**config.mk**
```make
export PLATFORM = sky130hd
export DESIGN_NAME = ws2811_frame_sequencer
export DESIGN_NICKNAME = d
export VERILOG_FILES = /design/src/rtl/ws2811_pkg.sv /design/src/rtl/gap_timer.sv /design/src/rtl/ws2811_frame_sequencer.sv
export SDC_FILE = /design/constraint.sdc
export NUM_CORES = 1
export LEC_CHECK = 0
export BUFFER_PORTS_ARGS = -buffer_cell sky130_fd_sc_hd__clkbuf_2
export CAP_MARGIN = 20
export CORE_MARGIN = 10
export CORE_UTILIZATION = 46
export DETAILED_ROUTE_END_ITERATION = 16
export GPL_TIMING_DRIVEN = 0
export PLACE_DENSITY = 0.76
export SLEW_MARGIN = 20
export SYNTH_ARGS = -nofsm -noshare
export SYNTH_HDL_FRONTEND = slang
export SYNTH_HIERARCHICAL = 1
export SYNTH_SLANG_ARGS = --single-unit
```
**constraint.sdc**
```tcl
create_clock -name clk -period 2.89 [get_ports clk]
set_clock_uncertainty 0.2 [all_clocks]
set_input_delay 0.289 -clock clk [delete_from_list [all_inputs] [get_ports clk]]
set_output_delay 0.289 -clock clk [all_outputs]
set_load 0.05 [all_outputs]
```
**src/rtl/ws2811_pkg.sv**
```systemverilog
// Shared types and constants for the WS2811 frame sequencer and its bit serializer.
// Both blocks import this package so pixel width and colour order stay in one place.
package ws2811_pkg;

    typedef enum logic [2:0] {
        ST_IDLE  = 3'd0,
        ST_WAIT1 = 3'd1,
        ST_WAIT2 = 3'd2,
        ST_SEND  = 3'd3,
        ST_DRAIN = 3'd4,
        ST_LATCH = 3'd5
    } seq_state_e;

    typedef enum logic [1:0] {
        ORDER_RGB = 2'd0,
        ORDER_GRB = 2'd1,
        ORDER_BRG = 2'd2
    } colour_order_e;

    localparam int unsigned   PIXEL_W              = 24;
    localparam int unsigned   GAP_W                = 16;
    localparam colour_order_e COLOUR_ORDER         = ORDER_RGB;
    localparam int unsigned   DEFAULT_NUM_LEDS     = 50;
    localparam int unsigned   DEFAULT_LATCH_CYCLES = 2500;

    // The first colour in the returned word is shifted out first by the serializer.
    function automatic logic [PIXEL_W-1:0] pack_pixel(
        input colour_order_e order,
        input logic [7:0]    r,
        input logic [7:0]    g,
        input logic [7:0]    b
    );
        logic [PIXEL_W-1:0] px;
        case (order)
            ORDER_RGB: px = {r, g, b};
            ORDER_GRB: px = {g, r, b};
            ORDER_BRG: px = {b, r, g};
            default:   px = {r, g, b};
        endcase
        return px;
    endfunction

endpackage

```
**src/rtl/gap_timer.sv**
```systemverilog
// Loadable down-counter with a registered expiry flag; shared by the frame latch gap
// and the serializer's bit timing.
module gap_timer
    import ws2811_pkg::*;
#(
    parameter int unsigned WIDTH = GAP_W
) (
    input  logic             clk,
    input  logic             reset,
    input  logic             load,
    input  logic [WIDTH-1:0] load_value,
    input  logic             tick,
    output logic [WIDTH-1:0] count,
    output logic             done
);

    localparam logic [WIDTH-1:0] ZERO = {WIDTH{1'b0}};
    localparam logic [WIDTH-1:0] ONE  = {{(WIDTH-1){1'b0}}, 1'b1};

    logic [WIDTH-1:0] count_q;
    logic [WIDTH-1:0] count_d;
    logic             done_q;
    logic             done_d;

    // Next count: a load wins over a tick; the count saturates at zero.
    always_comb begin
        count_d = count_q;
        if (load) begin
            count_d = load_value;
        end else if (tick && (count_q != ZERO)) begin
            count_d = count_q - ONE;
        end else begin
            count_d = count_q;
        end
        done_d = (count_d == ZERO);
    end

    // Counter and expiry flag registers.
    always_ff @(posedge clk) begin
        if (reset) begin
            count_q <= ZERO;
            done_q  <= 1'b1;
        end else begin
            count_q <= count_d;
            done_q  <= done_d;
        end
    end

    assign count = count_q;
    assign done  = done_q;

endmodule

```
**src/rtl/ws2811_frame_sequencer.sv**
```systemverilog
// Walks ledindex across the strip once per frame, hands each ledcontroller result to the
// serializer over valid/ready, then times the WS2811 latch gap and pulses frame_done.
module ws2811_frame_sequencer
    import ws2811_pkg::*;
#(
    parameter int unsigned NUM_LEDS     = DEFAULT_NUM_LEDS,
    parameter int unsigned LATCH_CYCLES = DEFAULT_LATCH_CYCLES
) (
    input  logic               clk,
    input  logic               reset,
    input  logic               enable,
    input  logic [7:0]         mode_in,
    input  logic [7:0]         animationcounter_in,
    input  logic [7:0]         stepclock_in,
    output logic [7:0]         mode,
    output logic [7:0]         animationcounter,
    output logic [7:0]         stepclock,
    output logic [7:0]         ledindex,
    input  logic [7:0]         red,
    input  logic [7:0]         green,
    input  logic [7:0]         blue,
    output logic [PIXEL_W-1:0] pixel_data,
    output logic               pixel_valid,
    input  logic               pixel_ready,
    input  logic               tx_idle,
    output logic               busy,
    output logic               frame_done
);

    localparam logic [7:0]       LAST_IDX   = 8'(NUM_LEDS - 32'd1);
    localparam logic [GAP_W-1:0] LATCH_LOAD = GAP_W'(LATCH_CYCLES - 32'd1);
    localparam logic [GAP_W-1:0] GAP_ONE    = GAP_W'(32'd1);
    localparam logic             ONE_CYCLE_LATCH = (LATCH_CYCLES == 32'd1);

    seq_state_e         state_q;
    seq_state_e         state_d;
    logic [7:0]         ledindex_q;
    logic [7:0]         ledindex_d;
    logic [7:0]         mode_q;
    logic [7:0]         mode_d;
    logic [7:0]         anim_q;
    logic [7:0]         anim_d;
    logic [7:0]         step_q;
    logic [7:0]         step_d;
    logic [PIXEL_W-1:0] pixel_data_q;
    logic [PIXEL_W-1:0] pixel_data_d;
    logic               pixel_valid_q;
    logic               pixel_valid_d;
    logic               frame_done_q;
    logic               frame_done_d;

    logic               timer_load_s;
    logic               timer_tick_s;
    logic [GAP_W-1:0]   timer_count_s;
    logic               timer_done_s;

    gap_timer #(
        .WIDTH (GAP_W)
    ) u_gap_timer (
        .clk        (clk),
        .reset      (reset),
        .load       (timer_load_s),
        .load_value (LATCH_LOAD),
        .tick       (timer_tick_s),
        .count      (timer_count_s),
        .done       (timer_done_s)
    );

    // Next-state and next-output logic for the frame sequencer.
    always_comb begin
        state_d       = state_q;
        ledindex_d    = ledindex_q;
        mode_d        = mode_q;
        anim_d        = anim_q;
        step_d        = step_q;
        pixel_data_d  = pixel_data_q;
        pixel_valid_d = pixel_valid_q;
        frame_done_d  = 1'b0;
        timer_load_s  = 1'b0;
        timer_tick_s  = 1'b0;

        case (state_q)
            ST_IDLE: begin
                if (enable) begin
                    mode_d     = mode_in;
                    anim_d     = animationcounter_in;
                    step_d     = stepclock_in;
                    ledindex_d = 8'd0;
                    state_d    = ST_WAIT1;
                end else begin
                    state_d = ST_IDLE;
                end
            end

            // One cycle for ledcontroller to register the colour of the new index.
            ST_WAIT1: begin
                state_d = ST_WAIT2;
            end

            ST_WAIT2: begin
                pixel_data_d  = pack_pixel(COLOUR_ORDER, red, green, blue);
                pixel_valid_d = 1'b1;
                state_d       = ST_SEND;
            end

            ST_SEND: begin
                if (pixel_valid_q && pixel_ready) begin
                    pixel_valid_d = 1'b0;
                    if (ledindex_q == LAST_IDX) begin
                        state_d = ST_DRAIN;
                    end else begin
                        ledindex_d = ledindex_q + 8'd1;
                        state_d    = ST_WAIT1;
                    end
                end else begin
                    state_d = ST_SEND;
                end
            end

            ST_DRAIN: begin
                if (tx_idle) begin
                    timer_load_s = 1'b1;
                    frame_done_d = ONE_CYCLE_LATCH;
                    state_d      = ST_LATCH;
                end else begin
                    state_d = ST_DRAIN;
                end
            end

            // frame_done is raised on the edge that enters the final gap cycle.
            ST_LATCH: begin
                timer_tick_s = 1'b1;
                if (timer_done_s) begin
                    state_d = ST_IDLE;
                end else begin
                    frame_done_d = (timer_count_s == GAP_ONE);
                    state_d      = ST_LATCH;
                end
            end

            default: begin
                pixel_valid_d = 1'b0;
                state_d       = ST_IDLE;
            end
        endcase
    end

    // Sequencer state and registered outputs.
    always_ff @(posedge clk) begin
        if (reset) begin
            state_q       <= ST_IDLE;
            ledindex_q    <= 8'd0;
            mode_q        <= 8'd0;
            anim_q        <= 8'd0;
            step_q        <= 8'd0;
            pixel_data_q  <= {PIXEL_W{1'b0}};
            pixel_valid_q <= 1'b0;
            frame_done_q  <= 1'b0;
        end else begin
            state_q       <= state_d;
            ledindex_q    <= ledindex_d;
            mode_q        <= mode_d;
            anim_q        <= anim_d;
            step_q        <= step_d;
            pixel_data_q  <= pixel_data_d;
            pixel_valid_q <= pixel_valid_d;
            frame_done_q  <= frame_done_d;
        end
    end

    assign mode             = mode_q;
    assign animationcounter = anim_q;
    assign stepclock        = step_q;
    assign ledindex         = ledindex_q;
    assign pixel_data       = pixel_data_q;
    assign pixel_valid      = pixel_valid_q;
    assign frame_done       = frame_done_q;
    assign busy             = (state_q != ST_IDLE);

endmodule

```
Word level (Yosys, flattened, before mapping)
Index checks and enable logic that the tools add are counted.

Bits in registers: 78. Input bits: 53. Output and inout port bits: 59. Word-level logic and storage cells: 53.

Add/subtract/negate cells: 2. Equality and inequality tests: 10. Mux-type cells: 17. Bitwise gates (word level): 2. Reduce and logical (&&, ||, !) cells: 12.

Operator list (number): 16-bit 2-to-1 mux (2); 8-bit 2-to-1 mux (3); 3-bit case mux with 6 select lines (1); 16-bit by 1-bit == test with 1-bit output, second input constant (1); 16-bit logical NOT (1); 8-bit case mux with 2 select lines (1); 16-bit nonzero test (1); 16-bit by 1-bit subtractor with 16-bit output, second input constant (1); 3-bit 2-to-1 mux (3); 8-bit by 1-bit adder with 8-bit output, second input constant (1); 8-bit by 6-bit == test with 1-bit output, second input constant (1); 3-bit by 2-bit == test with 1-bit output, second input constant (2); 3-bit == test, second input constant (2); 1-bit 2-to-1 mux (6); 2-bit != test, second input constant (3); 2-bit AND reduction (2); 4-bit AND reduction (1); 4-bit OR reduction (1); 3-bit by 1-bit == test with 1-bit output, second input constant (1); 3-bit logical NOT (1); 1-bit case mux with 3 select lines (1); 3-bit nonzero test (1); 3-bit OR reduction (1); 1-bit logical AND (2); other kinds (2) (3).

Longest topological paths before layout
Depth after elaboration: 6. Gate-level depth with buffers: 10. Mapped depth without buffers: 8.

Modules after synthesis
The synthesis kept the hierarchy.

By module, submodules not included: ws2811_frame_sequencer (times used 1, cells an instance 307, area an instance 2431.1 µm², seq. area each 1221.2 µm²); gap_timer (times used 1, cells an instance 135, area an instance 1118.6 µm², seq. area each 340.3 µm²).

Least setup slack after synthesis
No wires, ideal clock.

Path type: register to register. Start point: register state_q[2]. End point: register u_gap_timer.done_q (netlist: u_gap_timer/done). Setup time: 96 ps. Arrival: 2873 ps. Data required time: 2594 ps. Setup slack: -278 ps. Stages on the path, launching flop included: 11. Buffers on the path: 2. Clock period less this slack: 3168 ps. Path through: dfxtp_1 > clkbuf_1 > nand2b_1 > nor2_1 > or4b_1 > clkbuf_1 > or2_2 > o31a_1 > o31ai_1 > nand4_1 > o41ai_2.

Longest elaborated chain between the ends: 6. Elaborated cells between the ends (all ways): 8. Those cells by class: 2 x eq/ne; 4 x mux; 2 x reduce/logical.

RTL lines: start, declared (line ws2811_frame_sequencer.sv:35) `seq_state_e state_q;`; start signal, assigned (line ws2811_frame_sequencer.sv:160) `state_q <= state_d;`; 3-bit == test (line ws2811_frame_sequencer.sv:82) `case (state_q)`; 1-bit 2-to-1 mux (line ws2811_frame_sequencer.sv:82); via timer_tick_s (line ws2811_frame_sequencer.sv:53) `logic timer_tick_s;`; 1-bit logical AND (line gap_timer.sv:30) `end else if (tick && (count_q != ZERO)) begin`; 16-bit 2-to-1 mux (line gap_timer.sv:30); 16-bit 2-to-1 mux (line gap_timer.sv:28) `if (load) begin`; 16-bit logical NOT (line gap_timer.sv:35) `done_d = (count_d == ZERO);`; end signal, assigned (line gap_timer.sv:45) `done_q <= done_d;`; end, declared (line gap_timer.sv:22) `logic done_q;`.

The timed path passes the listed nets, and every way through them passes these cells. A chain may end at the register's enable or synchronous reset.

Final worst setup path
Ends and elaborated chain as after synthesis.

==> metrics.md <==
| Metric | Value |
|---|---|
| Outcome | completed |
| Critical path depth in cells | 9 |
| Synth cell types | 60 |
| Number of I/O pins | 112 |
| Post-DP HPWL | between 7 and 8 mm |
| Cell taking the most area after synthesis | dfxtp_1 |
| Share of layout cells above drive strength 1 | a little over a quarter |
| CTS tree | built |
| Seq cells post-synth | 78 |
| Final Instance Area | 5040 um^2 |
| Initial antenna violation count | 0 |
| Fin crit period | 2.83 ns |
| Fmax | 0.353 GHz |
| Die H | approximately 110 um |
| Critical Path End Type | register |
| Clock-pin slew on the worst setup and hold paths | 0.09 ns |
| Fin. Hold Viols | 0 |
| Flop pwr share | around half |
| Total congestion overflow | 0 |
| # setup viols final | 0 |
| Worst setup SP type | register |
| Synth top area share | ~44% |
| Final Max Slew Viols | 0 |
| H-tree depth | 3 |
| Share of the cycle needed by the critical path after routing | 97.9% |
| Wirelength, routed | approximately 13 mm |
| Worst slew margin | between 60% and 70% |
| Total Nets Final | 684 |
| Maximum VDD drop | ~0.29 mV |
| Hold Path Stages | 4 |
| Vias in the first global route | roughly 4000 |
| CTS Buffer Depth | 2 |
| Drt wl/cell | roughly 17 um |
| Clock latency on the worst-skew pair | between 0.3 and 0.4 ns |
| Final design utilization | approximately two thirds |
| Critical Path Max Stage Delay | 0.52 ns |
| Met2 usage | about a third |
| Cell Area, Placed | approximately 4300 um^2 |
| Sequential area share after synthesis | 44.0% |
| Routed Antenna Nets | 0 |
| WP data required | a little under 3 ns |
| Cell row count | 31 |
| DR vias/cell | 5.38 |
| MaxCap Viol Count | 0 |
| Worst reg-to-reg path cell count | 9 |
| Worst slew pin tran | 0.597 ns |
| Post-synth ARST share | 0% |
| Clock Tree Root | clkbuf_8 |
| Critical path type | reg -> reg |
| First-pass GRT wire length | 20.2 mm |
| Worst-path fanout max | 10 |
| Port-buffer cells | between 100 and 150 |
| Layout area overhead | 42.1% |
| Top cells by area, synth | dfxtp_1 (44%), nand2_1 (12%), a21oi_1 (8.3%) |
| Worst path slowest cell | or4b_4 |
| Num CTS Buffers | 9 |
| Mapped cell area | between 3000 and 4000 um^2 |
| Die area | around 12000 um^2 |
| Mean Syn Cell Area | around 8.0 um^2 |
| Hold Crit Class | in -> reg |
| Largest net degree at the start of global routing | 15 |
| Arr. time, crit path | 2.90 ns |
| Critical-path cell list | clkbuf_8 > nand2b_4 > nor2_4 > or4b_4 > or2_4 > o31a_1 > o31ai_4 > nand4_1 > o41ai_2 |
| Lkg Pwr | 2.15 nW |
| Overall Global Routing Usage | 21.4% |
| Drc violations | 0 |
| N_diodes | 0 |
| CP Buf/Inv Count | 1 |
| GP Congestion | approximately 0.86 |
| Number of flops mapped to enable cells by yosys | 0 |
| CORE AREA | 7370 um^2 |
| Grt peak-use layer | met2 |
| Pint | approximately 0.0016 W |
| Initial DRC count | ~280 |
| Met1 Usage GRT | 24.6% |
| Clock sink count | 78 |
| Power Density | ~480 nW/um^2 |
| Family with the most delay on the worst path | simple AND/OR/NAND/NOR gates |
| Via count | between 3000 and 4000 |
| Initial Utilization | approximately half |
| P_sw | 0.000791 W |
| Warnings, synthesis | 6 |
| Top FF cell, synth | dfxtp_1 |
| Combinational share of power | between 10% and 20% |
| Clock share of power | between 30% and 40% |
| Drt first pass iters | 5 |
| Syn Inst Count | 442 |
| Die width | ~110 um |
| Switching part of the total | 33.0% |
| Met3 GRT Util | 7.49% |
state kept, by name (all words and copies together) (netlist names):
register,cells
animationcounter,8
u_gap_timer/done,1
u_gap_timer/count,16
ledindex,8
state_q,3
pixel_valid,1
mode,8
pixel_data,24
stepclock,8
frame_done,1
final timing paths:
kind / from / endpoint / slack, ns
worst max-delay path: state_q[2] / u_gap_timer/done / 0.06
worst min-delay path: pixel_ready / pixel_valid / 0.09
worst max register to register: state_q[2] / u_gap_timer/done / 0.06
worst min register to register: animationcounter[7] / animationcounter[7] / 0.26
layer usage:
metal / wire [um] / vias to the layer above
li1: - / 1907
met1: 5020 / 1809
met4: 354 / 0
met3: 1140 / 29
met2: 6030 / 187
met5: 0 / -
placed cells by master, fill, tap and decap left out, types with 4 or more instances in the layout:
master	n
a21oi_1	59
and3_1	4
buf_2	6
clkbuf_1	12
clkbuf_2	112
clkbuf_8	11
conb_1	17
dfxtp_1	75
dlygate4sd3_1	48
ha_1	4
inv_1	7
nand2_1	112
nand2b_1	8
nand4_1	4
nor2_1	26
nor3_1	5
nor4_1	12
o21ai_0	10
o31a_1	5
o31ai_1	5
o31ai_2	4
or3_1	8
synth_stat cells (3+ instances only):
master and number:
nor2_1 27, buf_1 4, or4_1 3, nand2b_1 9
inv_1 7, or2_2 3, a211oi_1 3, nor3_1 6
or3_1 8, nand4_1 4, nor4_1 12, clkbuf_1 16
buf_2 6, o31ai_1 9, o31a_1 5, nand2_1 112
or4b_1 4, a21oi_1 59, ha_1 4, o21ai_0 10
dfxtp_1 78, and2_1 3, xnor2_1 3, and3_1 4
mux2i_1 3
metrics by stage:
| step | hold WS, ns | setup slack [ns] | instances | power (W) | TNS, ns |
|---|---|---|---|---|---|
| after floorplan | 0.158 | 0.00173 | 457 | 0.00145 | 0 |
| after global placement | 0.241 | -0.346 | 667 | 0.00157 | -0.346 |
| after detailed placement | 0.248 | -0.378 | 667 | 0.00158 | -0.403 |
| after CTS | 0.0714 | 0.0160 | 732 | 0.00239 | 0 |
| after global routing | 0.102 | -0.0118 | 731 | 0.00249 | -0.0118 |
| final | 0.0867 | 0.0601 | 731 | 0.00240 | 0 |
final cells by class:
type	instances	area, um^2
Sequential cell	78	1570
Timing Repair Buffer	162	1060
Clock inverter	6	43.8
Inverter	7	26.3
Multi-Input combinational cell	345	1970
Buffer	24	116
Clock buffer	10	138
Tap cell	99	124
Fill cell	600	2320
logic make-up after synthesis:
group,after synthesis,synth area share (%)
AO/OA/AOI/OAI,102,17.9
XOR/XNOR,3,0.740
adder cells (fa/ha/maj),4,1.41
buffers and inverters,34,4.02
flip-flops,78,44.0
multiplexers,5,1.48
other,2,0.212
AND/OR/NAND/NOR,214,30.3
power by group through the flow:
| stage | Clock, W | Combinational (W) | Sequential [W] |
|---|---|---|---|
| finish | 0.000776 | 0.000467 | 0.00115 |
| global route | 0.000832 | 0.000499 | 0.00116 |
| CTS | 0.000782 | 0.000457 | 0.00115 |
| detailed placement | 0 | 0.000407 | 0.00117 |
| global placement | 0 | 0.000401 | 0.00117 |
| floorplan | 0 | 0.000134 | 0.00132 |
tightest hold or removal path: stages:
cell and delay [ns]:
clkbuf_2 0.12, o21ai_0 0.08, nand2_1 0.06, a21oi_1 0.06
timing repair:
action,in CTS,in global routing
setup endpoints to repair,2,1
hold buffers,48,0
endpoints found under the hold margin,48,0
gates resized for setup,9,9
pin swaps,3,0
setup buffers,3,0
(Power assumes the default switching activity.)
